<file path="src/rtl/cnn_settle_monitor_if.sv">
// Handshake and data bundle for cnn_settle_monitor: control pulses, 4x4 cell states, result fields.
`timescale 1ns/1ps
interface cnn_settle_monitor_if #(
   parameter int unsigned WIDTH = 9
);
   logic                      start;
   logic                      frame_tick;
   logic                      result_ready;
   logic signed [2*WIDTH-1:0] Y1_in,  Y2_in,  Y3_in,  Y4_in;
   logic signed [2*WIDTH-1:0] Y5_in,  Y6_in,  Y7_in,  Y8_in;
   logic signed [2*WIDTH-1:0] Y9_in,  Y10_in, Y11_in, Y12_in;
   logic signed [2*WIDTH-1:0] Y13_in, Y14_in, Y15_in, Y16_in;
   logic                      busy;
   logic                      result_valid;
   logic                      converged;
   logic                      timed_out;
   logic [15:0]               pixels;
   logic [7:0]                iter_count;
   logic                      overrun;

   modport master (
      output start, frame_tick, result_ready,
      output Y1_in, Y2_in, Y3_in, Y4_in, Y5_in, Y6_in, Y7_in, Y8_in,
      output Y9_in, Y10_in, Y11_in, Y12_in, Y13_in, Y14_in, Y15_in, Y16_in,
      input  busy, result_valid, converged, timed_out, pixels, iter_count, overrun
   );

   modport slave (
      input  start, frame_tick, result_ready,
      input  Y1_in, Y2_in, Y3_in, Y4_in, Y5_in, Y6_in, Y7_in, Y8_in,
      input  Y9_in, Y10_in, Y11_in, Y12_in, Y13_in, Y14_in, Y15_in, Y16_in,
      output busy, result_valid, converged, timed_out, pixels, iter_count, overrun
   );
endinterface

</file>
<file path="src/rtl/cnn_settle_monitor.sv">
// Watches a 4x4 CNN state array frame by frame and reports when the saturated outputs settle
// (or when the frame budget runs out). One cell is compared per cycle after each captured frame.
`timescale 1ns/1ps
module cnn_settle_monitor #(
   parameter int unsigned WIDTH    = 9,
   parameter int unsigned ONE      = 64,
   parameter int unsigned TOL      = 2,
   parameter int unsigned STABLE_N = 3,
   parameter int unsigned MAX_ITER = 255
) (
   input logic              clk,
   input logic              rst,
   cnn_settle_monitor_if.slave bus
);

   localparam int unsigned SW    = 2 * WIDTH;
   localparam int unsigned NCELL = 16;

   localparam logic signed [SW-1:0] SAT_POS = SW'(ONE);
   localparam logic signed [SW-1:0] SAT_NEG = -SAT_POS;
   localparam logic signed [SW:0]   TOL_POS = (SW + 1)'(TOL);
   localparam logic signed [SW:0]   TOL_NEG = -TOL_POS;

   typedef enum logic [1:0] {StIdle, StArmed, StScan, StDone} state_e;

   state_e               state_q, state_d;
   logic signed [SW-1:0] frame_q [NCELL];
   logic signed [SW-1:0] frame_d [NCELL];
   logic signed [SW-1:0] prev_q  [NCELL];
   logic signed [SW-1:0] prev_d  [NCELL];
   logic [15:0]          pixels_q, pixels_d;
   logic [7:0]           iter_q, iter_d;
   logic [3:0]           stable_q, stable_d;
   logic [3:0]           idx_q, idx_d;
   logic                 unch_q, unch_d;
   logic                 prev_valid_q, prev_valid_d;
   logic                 converged_q, converged_d;
   logic                 timed_out_q, timed_out_d;
   logic                 overrun_q, overrun_d;

   logic signed [SW-1:0] y_in [NCELL];
   logic signed [SW-1:0] cur_y, cur_prev, sat;
   logic signed [SW:0]   diff;
   logic                 changed;
   logic                 frame_unch;
   logic [3:0]           stable_inc;

   assign y_in[0]  = bus.Y1_in;
   assign y_in[1]  = bus.Y2_in;
   assign y_in[2]  = bus.Y3_in;
   assign y_in[3]  = bus.Y4_in;
   assign y_in[4]  = bus.Y5_in;
   assign y_in[5]  = bus.Y6_in;
   assign y_in[6]  = bus.Y7_in;
   assign y_in[7]  = bus.Y8_in;
   assign y_in[8]  = bus.Y9_in;
   assign y_in[9]  = bus.Y10_in;
   assign y_in[10] = bus.Y11_in;
   assign y_in[11] = bus.Y12_in;
   assign y_in[12] = bus.Y13_in;
   assign y_in[13] = bus.Y14_in;
   assign y_in[14] = bus.Y15_in;
   assign y_in[15] = bus.Y16_in;

   // Per-cell compare datapath for the cell currently selected by idx_q.
   always_comb begin
      cur_y    = frame_q[idx_q];
      cur_prev = prev_q[idx_q];
      if (cur_y > SAT_POS) begin
         sat = SAT_POS;
      end else if (cur_y < SAT_NEG) begin
         sat = SAT_NEG;
      end else begin
         sat = cur_y;
      end
      diff       = {sat[SW-1], sat} - {cur_prev[SW-1], cur_prev};
      changed    = (diff > TOL_POS) || (diff < TOL_NEG);
      frame_unch = unch_q && !changed && prev_valid_q;
      stable_inc = frame_unch ? stable_q + 4'd1 : 4'd0;
   end

   always_comb begin
      state_d      = state_q;
      frame_d      = frame_q;
      prev_d       = prev_q;
      pixels_d     = pixels_q;
      iter_d       = iter_q;
      stable_d     = stable_q;
      idx_d        = idx_q;
      unch_d       = unch_q;
      prev_valid_d = prev_valid_q;
      converged_d  = converged_q;
      timed_out_d  = timed_out_q;
      overrun_d    = overrun_q;

      unique case (state_q)
         StIdle: begin
            if (bus.start) begin
               state_d      = StArmed;
               stable_d     = 4'd0;
               iter_d       = 8'd0;
               overrun_d    = 1'b0;
               prev_valid_d = 1'b0;
               converged_d  = 1'b0;
               timed_out_d  = 1'b0;
            end
         end
         StArmed: begin
            if (bus.frame_tick) begin
               for (int i = 0; i < int'(NCELL); i++) begin
                  frame_d[i] = y_in[i];
               end
               iter_d  = (iter_q == 8'hFF) ? iter_q : iter_q + 8'd1;
               unch_d  = 1'b1;
               idx_d   = 4'd0;
               state_d = StScan;
            end
         end
         StScan: begin
            if (bus.frame_tick) begin
               overrun_d = 1'b1;
            end
            prev_d[idx_q]   = sat;
            pixels_d[idx_q] = ~sat[SW-1];
            unch_d          = unch_q && !changed;
            idx_d           = idx_q + 4'd1;
            if (idx_q == 4'(NCELL - 1)) begin
               prev_valid_d = 1'b1;
               stable_d     = stable_inc;
               // Convergence wins over timeout when both land on the same frame.
               if (stable_inc == 4'(STABLE_N)) begin
                  converged_d = 1'b1;
                  state_d     = StDone;
               end else if (iter_q == 8'(MAX_ITER)) begin
                  timed_out_d = 1'b1;
                  state_d     = StDone;
               end else begin
                  state_d = StArmed;
               end
            end
         end
         StDone: begin
            if (bus.result_ready) begin
               state_d = StIdle;
            end
         end
         default: state_d = StIdle;
      endcase
   end

   always_ff @(posedge clk) begin
      if (rst) begin
         state_q      <= StIdle;
         for (int i = 0; i < int'(NCELL); i++) begin
            frame_q[i] <= '0;
            prev_q[i]  <= '0;
         end
         pixels_q     <= 16'h0000;
         iter_q       <= 8'd0;
         stable_q     <= 4'd0;
         idx_q        <= 4'd0;
         unch_q       <= 1'b0;
         prev_valid_q <= 1'b0;
         converged_q  <= 1'b0;
         timed_out_q  <= 1'b0;
         overrun_q    <= 1'b0;
      end else begin
         state_q      <= state_d;
         frame_q      <= frame_d;
         prev_q       <= prev_d;
         pixels_q     <= pixels_d;
         iter_q       <= iter_d;
         stable_q     <= stable_d;
         idx_q        <= idx_d;
         unch_q       <= unch_d;
         prev_valid_q <= prev_valid_d;
         converged_q  <= converged_d;
         timed_out_q  <= timed_out_d;
         overrun_q    <= overrun_d;
      end
   end

   assign bus.busy         = (state_q == StArmed) || (state_q == StScan);
   assign bus.result_valid = (state_q == StDone);
   assign bus.converged    = converged_q;
   assign bus.timed_out    = timed_out_q;
   assign bus.pixels       = pixels_q;
   assign bus.iter_count   = iter_q;
   assign bus.overrun      = overrun_q;

endmodule

</file>
<file path="src/flat_wrapper.sv">
// flat-port wrapper written by rule: the top's interface ports become plain ports
module cnn_settle_monitor_flat 
#(
   parameter int unsigned WIDTH    = 9,
   parameter int unsigned ONE      = 64,
   parameter int unsigned TOL      = 2,
   parameter int unsigned STABLE_N = 3,
   parameter int unsigned MAX_ITER = 255
)
  (clk, rst, bus_start, bus_frame_tick, bus_result_ready, bus_Y1_in, bus_Y2_in, bus_Y3_in, bus_Y4_in, bus_Y5_in, bus_Y6_in, bus_Y7_in, bus_Y8_in, bus_Y9_in, bus_Y10_in, bus_Y11_in, bus_Y12_in, bus_Y13_in, bus_Y14_in, bus_Y15_in, bus_Y16_in, bus_busy, bus_result_valid, bus_converged, bus_timed_out, bus_pixels, bus_iter_count, bus_overrun);
  cnn_settle_monitor_if #(.WIDTH(WIDTH)) bus_i ();
  input logic clk;
  input logic rst;
  input wire logic [$bits(bus_i.start)-1:0] bus_start;
  input wire logic [$bits(bus_i.frame_tick)-1:0] bus_frame_tick;
  input wire logic [$bits(bus_i.result_ready)-1:0] bus_result_ready;
  input wire logic [$bits(bus_i.Y1_in)-1:0] bus_Y1_in;
  input wire logic [$bits(bus_i.Y2_in)-1:0] bus_Y2_in;
  input wire logic [$bits(bus_i.Y3_in)-1:0] bus_Y3_in;
  input wire logic [$bits(bus_i.Y4_in)-1:0] bus_Y4_in;
  input wire logic [$bits(bus_i.Y5_in)-1:0] bus_Y5_in;
  input wire logic [$bits(bus_i.Y6_in)-1:0] bus_Y6_in;
  input wire logic [$bits(bus_i.Y7_in)-1:0] bus_Y7_in;
  input wire logic [$bits(bus_i.Y8_in)-1:0] bus_Y8_in;
  input wire logic [$bits(bus_i.Y9_in)-1:0] bus_Y9_in;
  input wire logic [$bits(bus_i.Y10_in)-1:0] bus_Y10_in;
  input wire logic [$bits(bus_i.Y11_in)-1:0] bus_Y11_in;
  input wire logic [$bits(bus_i.Y12_in)-1:0] bus_Y12_in;
  input wire logic [$bits(bus_i.Y13_in)-1:0] bus_Y13_in;
  input wire logic [$bits(bus_i.Y14_in)-1:0] bus_Y14_in;
  input wire logic [$bits(bus_i.Y15_in)-1:0] bus_Y15_in;
  input wire logic [$bits(bus_i.Y16_in)-1:0] bus_Y16_in;
  output wire logic [$bits(bus_i.busy)-1:0] bus_busy;
  output wire logic [$bits(bus_i.result_valid)-1:0] bus_result_valid;
  output wire logic [$bits(bus_i.converged)-1:0] bus_converged;
  output wire logic [$bits(bus_i.timed_out)-1:0] bus_timed_out;
  output wire logic [$bits(bus_i.pixels)-1:0] bus_pixels;
  output wire logic [$bits(bus_i.iter_count)-1:0] bus_iter_count;
  output wire logic [$bits(bus_i.overrun)-1:0] bus_overrun;
  assign bus_i.start = bus_start;
  assign bus_i.frame_tick = bus_frame_tick;
  assign bus_i.result_ready = bus_result_ready;
  assign bus_i.Y1_in = bus_Y1_in;
  assign bus_i.Y2_in = bus_Y2_in;
  assign bus_i.Y3_in = bus_Y3_in;
  assign bus_i.Y4_in = bus_Y4_in;
  assign bus_i.Y5_in = bus_Y5_in;
  assign bus_i.Y6_in = bus_Y6_in;
  assign bus_i.Y7_in = bus_Y7_in;
  assign bus_i.Y8_in = bus_Y8_in;
  assign bus_i.Y9_in = bus_Y9_in;
  assign bus_i.Y10_in = bus_Y10_in;
  assign bus_i.Y11_in = bus_Y11_in;
  assign bus_i.Y12_in = bus_Y12_in;
  assign bus_i.Y13_in = bus_Y13_in;
  assign bus_i.Y14_in = bus_Y14_in;
  assign bus_i.Y15_in = bus_Y15_in;
  assign bus_i.Y16_in = bus_Y16_in;
  assign bus_busy = bus_i.busy;
  assign bus_result_valid = bus_i.result_valid;
  assign bus_converged = bus_i.converged;
  assign bus_timed_out = bus_i.timed_out;
  assign bus_pixels = bus_i.pixels;
  assign bus_iter_count = bus_i.iter_count;
  assign bus_overrun = bus_i.overrun;
  cnn_settle_monitor #(.WIDTH(WIDTH), .ONE(ONE), .TOL(TOL), .STABLE_N(STABLE_N), .MAX_ITER(MAX_ITER)) u_core (.clk(clk), .rst(rst), .bus(bus_i));
endmodule
</file>
<file path="config.mk">
export PLATFORM = sky130hd
export DESIGN_NAME = cnn_settle_monitor_flat
export DESIGN_NICKNAME = d
export VERILOG_FILES = /design/src/rtl/cnn_settle_monitor_if.sv /design/src/rtl/cnn_settle_monitor.sv /design/src/flat_wrapper.sv
export SDC_FILE = /design/constraint.sdc
export NUM_CORES = 1
export LEC_CHECK = 0
export ABC_CLOCK_PERIOD_IN_PS = 9400
export CORE_MARGIN = 5
export CORE_UTILIZATION = 25
export CTS_BUF_LIST = sky130_fd_sc_hd__clkbuf_2
export CTS_CLUSTER_SIZE = 40
export DETAILED_ROUTE_END_ITERATION = 7
export PLACE_DENSITY = 0.5
export SYNTH_ARGS = -nofsm -noshare
export SYNTH_HDL_FRONTEND = slang
export SYNTH_SLANG_ARGS = --single-unit
</file>
<file path="constraint.sdc">
create_clock -name clk -period 9.4 [get_ports clk]
set_input_delay 1.88 -clock clk [delete_from_list [all_inputs] [get_ports clk]]
set_output_delay 1.88 -clock clk [all_outputs]
set_load 0.05 [all_outputs]
</file>
==> metrics.cfg, run 1 <==
[timing]
finalSetupViolations = 0
finalHoldViolCount = 0
tightest_slew_ps = 1259
timing.final.crit_period_ps = 7829
finalMaxSlewViolations = 0
skew_ps = 119.2
rsz0062_at_grt = false
fmax_ghz = 0.1277
slew_headroom_pct = 15.86
finalCritPeriodShare_pct = 83.29
timing.hold.ws_ps = 454.7
fin_setup_tns_ps = 0

[route]
ant_nets = 0
first_pass_iters = 5
route.vias.total = 25300
first_iter_violations = 2317
avgViaCountPerCell = 4.889
wl_per_cell_um = 20.97
post-route-drc-count = 0
wl_mm = 108.5

[logic_synthesis]
syn_inst = 3322
synth_ff_type = dfxtp_1
yosysTopAreaCell = dfxtp_1
synthArstFlopShare_pct = 0
yosys-top-cells-area = dfxtp_1, nand2_1, mux4_2, a21oi_1, clkbuf_1
synth_nets = 3642
synth_area_um2 = 27690
synth_compound_area_share_pct = 15.80
synthAdderAreaFrac_pct = 1.256
yosysSeqAreaShare_pct = 44.46
muxShareOfSynthArea_pct = 13.27
synth_top_family_by_area = simple AND/OR/NAND/NOR gates
yosysWarnings = 0
ys_ff_latch = 615
synthSimpleGateAreaFrac_pct = 20.40
synth.distinct_cells = 71
synth_xor_area_share_pct = 0.4699
synth-edff-count = 0
synth_top_area_share_pct = 44.46
avgSynthCellArea_um2 = 8.336

[power_and_ir_drop]
irDropWorstVdd_mv = 0.1934
p_int_mw = 4.364
power_leakage_nw = 11.01
switchingPower_mw = 2.746
powerDensity_nw_per_um2 = 212.1
seq_power_share_pct = 41.4
clkPwrFrac_pct = 26.0
combPwrFrac_pct = 32.6
switching_share_pct = 38.62

[critical_path]
worst_setup_path_end_kind = flip-flop
cp_num_buf_inv = 3
critPathCapture = u_core.stable_q[3]
crit_path_start_kind = flip-flop
worstReg2RegStart = u_core.idx_q[0]
worst-setup-path-type = flip-flop to flip-flop
path_depth = 22
worstPathArrival_ps = 9110
startpoint = u_core.idx_q[0]
worstPathCellList = buf_12 > mux4_2 > a22oi_1 > nand2_1 > nor4_2 > nand3_1 > o21ai_0 > buf_4 > nand2b_1 > nor2_1 > buf_4 > ha_1 > and3_1 > nand2_1 > nor4b_2 > o211ai_1 > o21ai_0 > o2111ai_1 > or4_4 > o32ai_4 > a41oi_1 > nor3_1
r2r_slack_ps = 1570
r2r_end = u_core.stable_q[3]
worst_path_max_delay_cell = nor4_2
cp_top_family = simple AND/OR/NAND/NOR gates
reg2reg_depth = 22
crit_required_ps = 10680
cp_slowest_stage_delay_ps = 670
worstPathMaxFanout = 48

[clock_tree]
cts_setup_buffers = 0
clkSlewWorstSetupHoldPaths_ps = 110
clk_latency_ps = 1430
numCtsBuffers = 159
tritoncts = done
clk_path_buf_depth = 3
cts_root_buffer = clkbuf_2
cts_resized = 0
clock_sinks = 615
htreeDepth = 4
hold_buffers = 0

[die]
ioPinCount = 322
die_h_um = 342.8
initial_core_util_pct = 25.09
dieArea_um2 = 117500
core-area_um2 = 110400
rows = 122
fp.dieW_um = 342.8

[grt]
antenna_found_initial = 12
grt_overflow = 0
grt_usage_pct = 17.92
grt_first_pass_wirelength_mm = 159.7
grt_max_degree = 221
grt_pass1_vias = 24650

[placement]
placed_area_um2 = 32140
gp_congestion = 0.9093
port_buffers = 321
place_hpwl_mm = 74.19

[layout]
final_area_um2 = 33530
syn_to_final_growth_pct = 21.08
drive_gt1_share_pct = 12.81
nNetsFinal = 3898
fill_cells = 11800

[run_status]
status = finished, final reports clean

[hold_path]
hold_class = flip-flop to flip-flop

[job]
drv_cap = 0

registers in the layout, summed over array words and instances, names as in the netlist, 2 cells and up:
register               flops
u_core.state_q             2
u_core.idx_q               4
u_core.bus.iter_count      8
u_core.stable_q            4
u_core.frame_q           288
u_core.prev_q            288
u_core.bus.pixels         16
worst register-to-register path, delay by kind of cell (launching register included):
family                   cells  cell delay (ps)
AO/OA/AOI/OAI                7             2350
adder cells (fa/ha/maj)      1              370
buffers and inverters        3              840
flip-flops                   1              650
multiplexers                 1              610
AND/OR/NAND/NOR             10             2860
metrics by stage:
| step | worst slack [ps] | std cells | util, % | power [mW] |
|---|---|---|---|---|
| 5_1_grt | 1089 | 5168 | 30.37 | 7.518 |
| 3_5_place_dp | 1842 | 4905 | 29.13 | 5.292 |
| 3_3_place_gp | 1823 | 4905 | 29.13 | 5.301 |
| 4_1_cts | 1732 | 5164 | 30.36 | 7.159 |
| 2_1_floorplan | 2778 | 3322 | - | 4.539 |
| 6_report | 1571 | 5174 | 30.38 | 7.110 |
cell type report:
cell class                 count  area [um2]  area share (%)
clock buffer                 219        1096           3.269
multi-input combinational   2402       14200           42.34
clock inverter                40       262.8          0.7837
timing repair buffer         371        3656           10.90
tap                         1488        1862           5.553
antenna                       10       25.02         0.07464
sequential                   615       12320           36.75
inverter                      29       108.9          0.3247
synthesized netlist by cell type, drive strengths merged, types with 3 or more instances:
library cell	n
a211oi	37
a21o	12
a21oi	596
a22o	13
a22oi	29
a31oi	9
a41oi	4
and2	22
and3	11
buf	68
clkbuf	208
dfxtp	615
ha	27
inv	28
mux2i	14
mux4	156
nand2	1196
nand2b	6
nand3	21
nand4	11
nand4b	3
nor2	88
nor2b	9
nor3	16
nor4	5
o2111ai	4
o211ai	9
o21a	11
o21ai	23
o311a	3
or2	3
or3	10
or4	5
xnor2	7
xor2	7
cell families after synthesis:
| family | count (synthesis) |
|---|---|
| adders and majority gates | 28 |
| DFF | 615 |
| AOI/OAI and AO/OA | 774 |
| buffers and inverters | 305 |
| muxes | 172 |
| and+or+nand+nor | 1414 |
| xor gates and xnor gates | 14 |
worst min path at each step:
stage                        startpoint             endpoint  slack [ps]  depth (start not counted)
floorplan           u_core.frame_q[100]  u_core.frame_q[100]         430                          2
global placement     u_core.prev_q[103]   u_core.prev_q[103]         440                          2
detailed placement   u_core.prev_q[232]   u_core.prev_q[232]         440                          2
CTS                    u_core.prev_q[9]     u_core.prev_q[9]         460                          2
global route         u_core.prev_q[148]   u_core.prev_q[148]         470                          2
finish               u_core.prev_q[257]   u_core.prev_q[257]         450                          2
placed cells by master, fill, tap and decap left out, drive strengths merged, types with 3 or more instances in the layout:
master and instances:
buf 51, ha 27, a22oi 29, nor4 5, a21o 12, a31oi 9, bufinv 3, o311a 3
nand2b 6, xor2 7, o2111ai 4, nor2 88, or3 10, inv 33, mux4 156, a211oi 37
clkinvlp 3, diode 10, mux2i 14, or2 3, o211ai 9, dfxtp 615, o21a 11, o21ai 23
and2 22, a41oi 4, clkinv 30, clkdlybuf4s50 320, nand2 1196, or4 5, nand4b 3, and3 11
nand3 21, nand4 11, xnor2 7, nor3 16, a22o 13, clkbuf 219, a21oi 596, nor2b 9
per-layer routing:
layer | track usage, % | wire (um)
met5 | 0 | 52
met3 | 4.297 | 7219
met1 | 23.26 | 46690
met2 | 28.67 | 50370
met4 | 7.372 | 4167
power groups by stage:
stage          registers (mW)  clock network, mW  logic [mW]
6_report                 2.94               1.85        2.32
4_1_cts                  2.94               1.92        2.29
2_1_floorplan            2.93                  0        1.61
5_1_grt                  2.96               2.05        2.51
3_5_place_dp             3.00                  0        2.29
3_3_place_gp             3.01                  0        2.29
Power figures use the tool's default switching activity.
==> run 2: changes to the inputs <==
Settings changed: ABC_CLOCK_PERIOD_IN_PS 9400 to 8100.
Clock period 9.4 ns to 8.1 ns, I/O delays scaled along.
==> metrics.cfg, run 2 (synthesis gave the netlist of run 1 again) <==
[hold_path]
hold_class = flip-flop to flip-flop
min_from = u_core.prev_q[234]
hold_end = u_core.prev_q[234]
hold_depth = 2

[timing]
slew_headroom_pct = 23.57
fmax_ghz = 0.1338
finalCritPeriodShare_pct = 92.26
finalSetupViolations = 0
rsz0062_at_grt = false
fin_setup_tns_ps = 0
skew_ps = 133.6
finalHoldViolCount = 0
tightest_slew_ps = 1146
finalMaxSlewViolations = 0
timing.final.crit_period_ps = 7473

[placement]
place_hpwl_mm = 73.01
port_buffers = 321
gp_congestion = 0.8643
placed_area_um2 = 32130

[critical_path]
worstPathArrival_ps = 8730
worstReg2RegStart = u_core.idx_q[0]
startpoint = u_core.idx_q[0]
r2r_slack_ps = 630
reg2reg_depth = 22
r2r_end = u_core.stable_q[2]
worstPathMaxFanout = 24
worst_setup_path_end_kind = flip-flop
crit_path_start_kind = flip-flop
crit_required_ps = 9360
worst-setup-path-type = flip-flop to flip-flop

[die]
initial_core_util_pct = 25.09
rows = 122
dieArea_um2 = 117500
die_h_um = 342.8
ioPinCount = 322
fp.dieW_um = 342.8
core-area_um2 = 110400

[power_and_ir_drop]
seq_power_share_pct = 41.2
combPwrFrac_pct = 33.2
switchingPower_mw = 3.177
irDropWorstVdd_mv = 0.1486
switching_share_pct = 38.47
total_power_mw = 8.259
power_leakage_nw = 10.99
p_int_mw = 5.082
powerDensity_nw_per_um2 = 246.7
clkPwrFrac_pct = 25.6

[grt]
grt_usage_pct = 17.49
grt_overflow = 0
antenna_found_initial = 15
grt_first_pass_wirelength_mm = 157.4
grt_pass1_vias = 24480
grt_max_degree = 181

[clock_tree]
tritoncts = done
hold_buffers = 0
htreeDepth = 4
cts_setup_buffers = 0
clkSlewWorstSetupHoldPaths_ps = 100
numCtsBuffers = 157
clk_latency_ps = 1360
clk_path_buf_depth = 3
cts_root_buffer = clkbuf_2
clock_sinks = 615
cts_resized = 0

[layout]
drive_gt1_share_pct = 12.63
mostFrequentLayoutCells = nand2_1, dfxtp_1, a21oi_1, clkdlybuf4s50_1, clkbuf_2
syn_to_final_growth_pct = 20.88
layout_commonest_cell = nand2_1
fin_util_pct = 30.33
fill_cells = 11890
final_area_um2 = 33470
nNetsFinal = 3891

[job]
drv_cap = 0

[route]
avgViaCountPerCell = 4.860
wl_per_cell_um = 20.53
ant_nets = 0
wl_mm = 106.0
route.vias.total = 25090
first_iter_violations = 1957
first_pass_iters = 5
post-route-drc-count = 0

[run_status]
status = finished, final reports clean

[run 2: cell count changes in the layout (fill, tap and decap cells not counted), moves of 2 or more]
cell / previous run / this run
clkinv_1: 25 / 21
clkinvlp_4: 3 / 0
buf_4: 45 / 38
clkbuf_2: 219 / 221
clkinv_4: 3 / 1
buf_12: 5 / 7
[run 2: final cells by class]
type / count / area (um2) / share of cell area [%]
Antenna cell: 10 / 25.02 / 0.07476
Clock buffer: 221 / 1106 / 3.304
Clock inverter: 32 / 211.5 / 0.6317
Inverter: 29 / 108.9 / 0.3252
Multi-Input combinational cell: 2402 / 14190 / 42.41
Sequential cell: 615 / 12320 / 36.81
Tap cell: 1488 / 1862 / 5.562
Timing Repair Buffer: 366 / 3643 / 10.88
[run 2: stage by stage]
step	instances	hold slack, ps	worst slack [ps]
final	5163	455.8	626.9
after global routing	5161	471.4	24.57
after CTS	5153	457.9	672.1
after detailed placement	4900	444.7	722.0
after global placement	4900	439.2	696.4
after floorplan	3322	433.1	1478
[run 2: metal layers]
layer | global-route usage, % | share of wire [%]
met1 | 23.38 | 44
met2 | 28.16 | 47
met3 | 4.031 | 6.6
met4 | 5.369 | 2.6
met5 | 0 | 0.048
[run 2: worst max-delay path: stages (launching register included)]
cell and delay, ps:
dfxtp_4 700, buf_12 290, mux4_2 360, a22o_1 150
a221o_1 330, clkinv_1 350, nor4_1 350, nand3_1 120
ha_1 590, nand2b_1 280, nor2_1 60, buf_4 230
ha_1 510, and3_1 250, nand2_1 90, nor4b_2 320
o211ai_1 230, o21ai_0 540, o2111ai_1 160, or4_4 520
o32ai_4 530, a41oi_1 200, nor3_1 180
[run 2: how the worst max path moves through the flow]
stage | end | slack [ps] | depth (start not counted)
2_1_floorplan | u_core.bus.timed_out | 1480 | 28
3_3_place_gp | u_core.stable_q[2] | 700 | 22
3_5_place_dp | u_core.stable_q[2] | 720 | 22
4_1_cts | u_core.stable_q[2] | 670 | 22
5_1_grt | u_core.stable_q[2] | 20 | 22
6_report | u_core.stable_q[2] | 630 | 22
[run 2: power by group through the flow]
stage,Sequential [mW],Combinational (mW),Clock (mW)
after CTS,3.41,2.72,2.19
after global placement,3.48,2.71,0
after detailed placement,3.48,2.71,0
after floorplan,3.40,1.87,0
final,3.40,2.74,2.11
after global routing,3.43,2.97,2.33
==> run 3: changes to the inputs <==
Settings changed: ABC_CLOCK_PERIOD_IN_PS 8100 to 7700, CTS_CLUSTER_DIAMETER set to 40.
Clock period 8.1 ns to 7.7 ns, I/O delays scaled along.
==> metrics.cfg, run 3 (synthesis gave the netlist of run 1 again) <==
[route]
ant_nets = 0
wl_per_cell_um = 20.66
avgViaCountPerCell = 4.860
post-route-drc-count = 0
first_pass_iters = 5
route.vias.total = 24670
wl_mm = 104.9
first_iter_violations = 2147

[power_and_ir_drop]
power_leakage_nw = 10.78
powerDensity_nw_per_um2 = 263.7
irDropWorstVdd_mv = 0.1317

[layout]
fill_cells = 11770
drive_gt1_share_pct = 10.92
layout_commonest_cell = nand2_1
final_cells = 5076
syn_to_final_growth_pct = 21.01
ff_latch_area_um2 = 12320
multi_input_area_um2 = 14200
mostFrequentLayoutCells = nand2_1, dfxtp_1, a21oi_1, clkdlybuf4s50_1, mux4_2
nNetsFinal = 3824

[timing]
finalCritPeriodShare_pct = 93.46
fmax_ghz = 0.1390
finalSetupViolations = 0
finalHoldViolCount = 0
timing.final.crit_period_ps = 7197
skew_ps = 157.4
slew_headroom_pct = 19.63
finalMaxSlewViolations = 0
rsz0062_at_grt = false
fin_setup_tns_ps = 0
tightest_slew_ps = 1206

[die]
fp.dieW_um = 342.8
die_h_um = 342.8
dieArea_um2 = 117500
ioPinCount = 322
core-area_um2 = 110400
rows = 122
initial_core_util_pct = 25.09

[placement]
port_buffers = 321
gp_congestion = 0.8666
place_hpwl_mm = 73.08
placed_cells = 4900

[critical_path]
r2r_end = u_core.bus.timed_out
crit_path_start_kind = flip-flop
worstReg2RegStart = u_core.idx_q[3]
cp_common_cell = ha_1
reg2reg_depth = 21
worstPathArrival_ps = 8300
worstPathCellList = nor2b_2 > a221o_1 > clkinv_1 > nor4_1 > nand3_1 > ha_1 > nand2b_1 > nor2_1 > buf_4 > ha_1 > and3_1 > nand2_1 > nor4b_2 > o211ai_1 > a211oi_4 > or3_1 > o2111ai_1 > or4_4 > o32ai_4 > a211oi_1 > o21a_1
cp_num_buf_inv = 2
cp_top_family = simple AND/OR/NAND/NOR gates
cp_slowest_stage_delay_ps = 780
crit_required_ps = 8810
worst-setup-path-type = flip-flop to flip-flop
worst_setup_path_end_kind = flip-flop
r2r_slack_ps = 500
worst_path_max_delay_cell = nor2b_2
worstPathMaxFanout = 18

[grt]
grt_pass1_vias = 23580
grt_first_pass_wirelength_mm = 153.9
grt_max_degree = 218
grt_overflow = 0
grt_usage_pct = 17.18
antenna_found_initial = 13

[clock_tree]
clk_path_buf_depth = 3
cts_setup_buffers = 0
clk_latency_ps = 1260
clkSlewWorstSetupHoldPaths_ps = 200
hold_buffers = 0
cts_resized = 0
tritoncts = done
cts_root_buffer = clkbuf_2
htreeDepth = 3
clock_sinks = 615
numCtsBuffers = 90

[hold_path]
hold_depth = 2
min_from = u_core.prev_q[223]
hold_class = flip-flop to flip-flop
hold_end = u_core.prev_q[223]

[run_status]
status = finished, final reports clean

[job]
drv_cap = 0

==> run 3: how the worst max path moves through the flow <==
| stage | endpoint | startpoint | slack, ps | cells after the start |
|---|---|---|---|---|
| finish | u_core.bus.timed_out | u_core.idx_q[3] | 500 | 21 |
| global route | u_core.stable_q[3] | u_core.idx_q[3] | 30 | 21 |
| CTS | u_core.bus.timed_out | u_core.idx_q[2] | 460 | 20 |
| detailed placement | u_core.stable_q[2] | u_core.idx_q[2] | 470 | 20 |
| global placement | u_core.stable_q[2] | u_core.idx_q[3] | 560 | 20 |
| floorplan | u_core.bus.timed_out | u_core.idx_q[1] | 1080 | 28 |
==> run 3: cell type report <==
| cell class | instances | share of cell area (%) |
|---|---|---|
| sequential | 615 | 36.77 |
| antenna | 8 | 0.05974 |
| tap | 1488 | 5.556 |
| clock buffer | 107 | 1.598 |
| clock inverter | 61 | 2.423 |
| multi-input combinational | 2402 | 42.39 |
| timing repair buffer | 366 | 10.87 |
| inverter | 29 | 0.3249 |
==> run 3: per-stage QoR <==
stage                     hold WS (ps)  total power, mW  setup WS [ps]  instance area [um2]  util (%)
after detailed placement         443.3            6.524          473.1                32130     29.11
after global routing             475.5            9.308          30.73                33500     30.36
final                            461.0            8.838          503.4                33510     30.36
after global placement           438.8            6.521          555.0                32130     29.11
after CTS                        464.4            8.900          462.4                33480     30.33
after floorplan                  433.1            5.541           1078                27690         -
==> run 3: report_power, final <==
group          switching (mW)  internal (mW)  leakage, nW
clock                    1.39          0.971        0.811
sequential              0.173           3.41         4.97
combinational            1.81           1.08         5.00
total                    3.37           5.47         10.8
==> run 3: per-layer routing <==
layer  routed length, um  GRT usage [%]  vias to the layer above
met3                6580          3.306                      156
met1               46220          23.24                    11920
met4                3401          5.836                        6
met2               48640          27.57                      813
met5                  47              0                        -
li1                    -              -                    11770
==> run 3: worst register-to-register path: cells and delay by family (launching register included) <==
family	cells	cell delay, ps
AO/OA/AOI/OAI	7	2100
adder cells (fa/ha/maj)	2	1060
AND/OR/NAND/NOR	10	2960
flip-flops	1	470
buffers and inverters	2	530
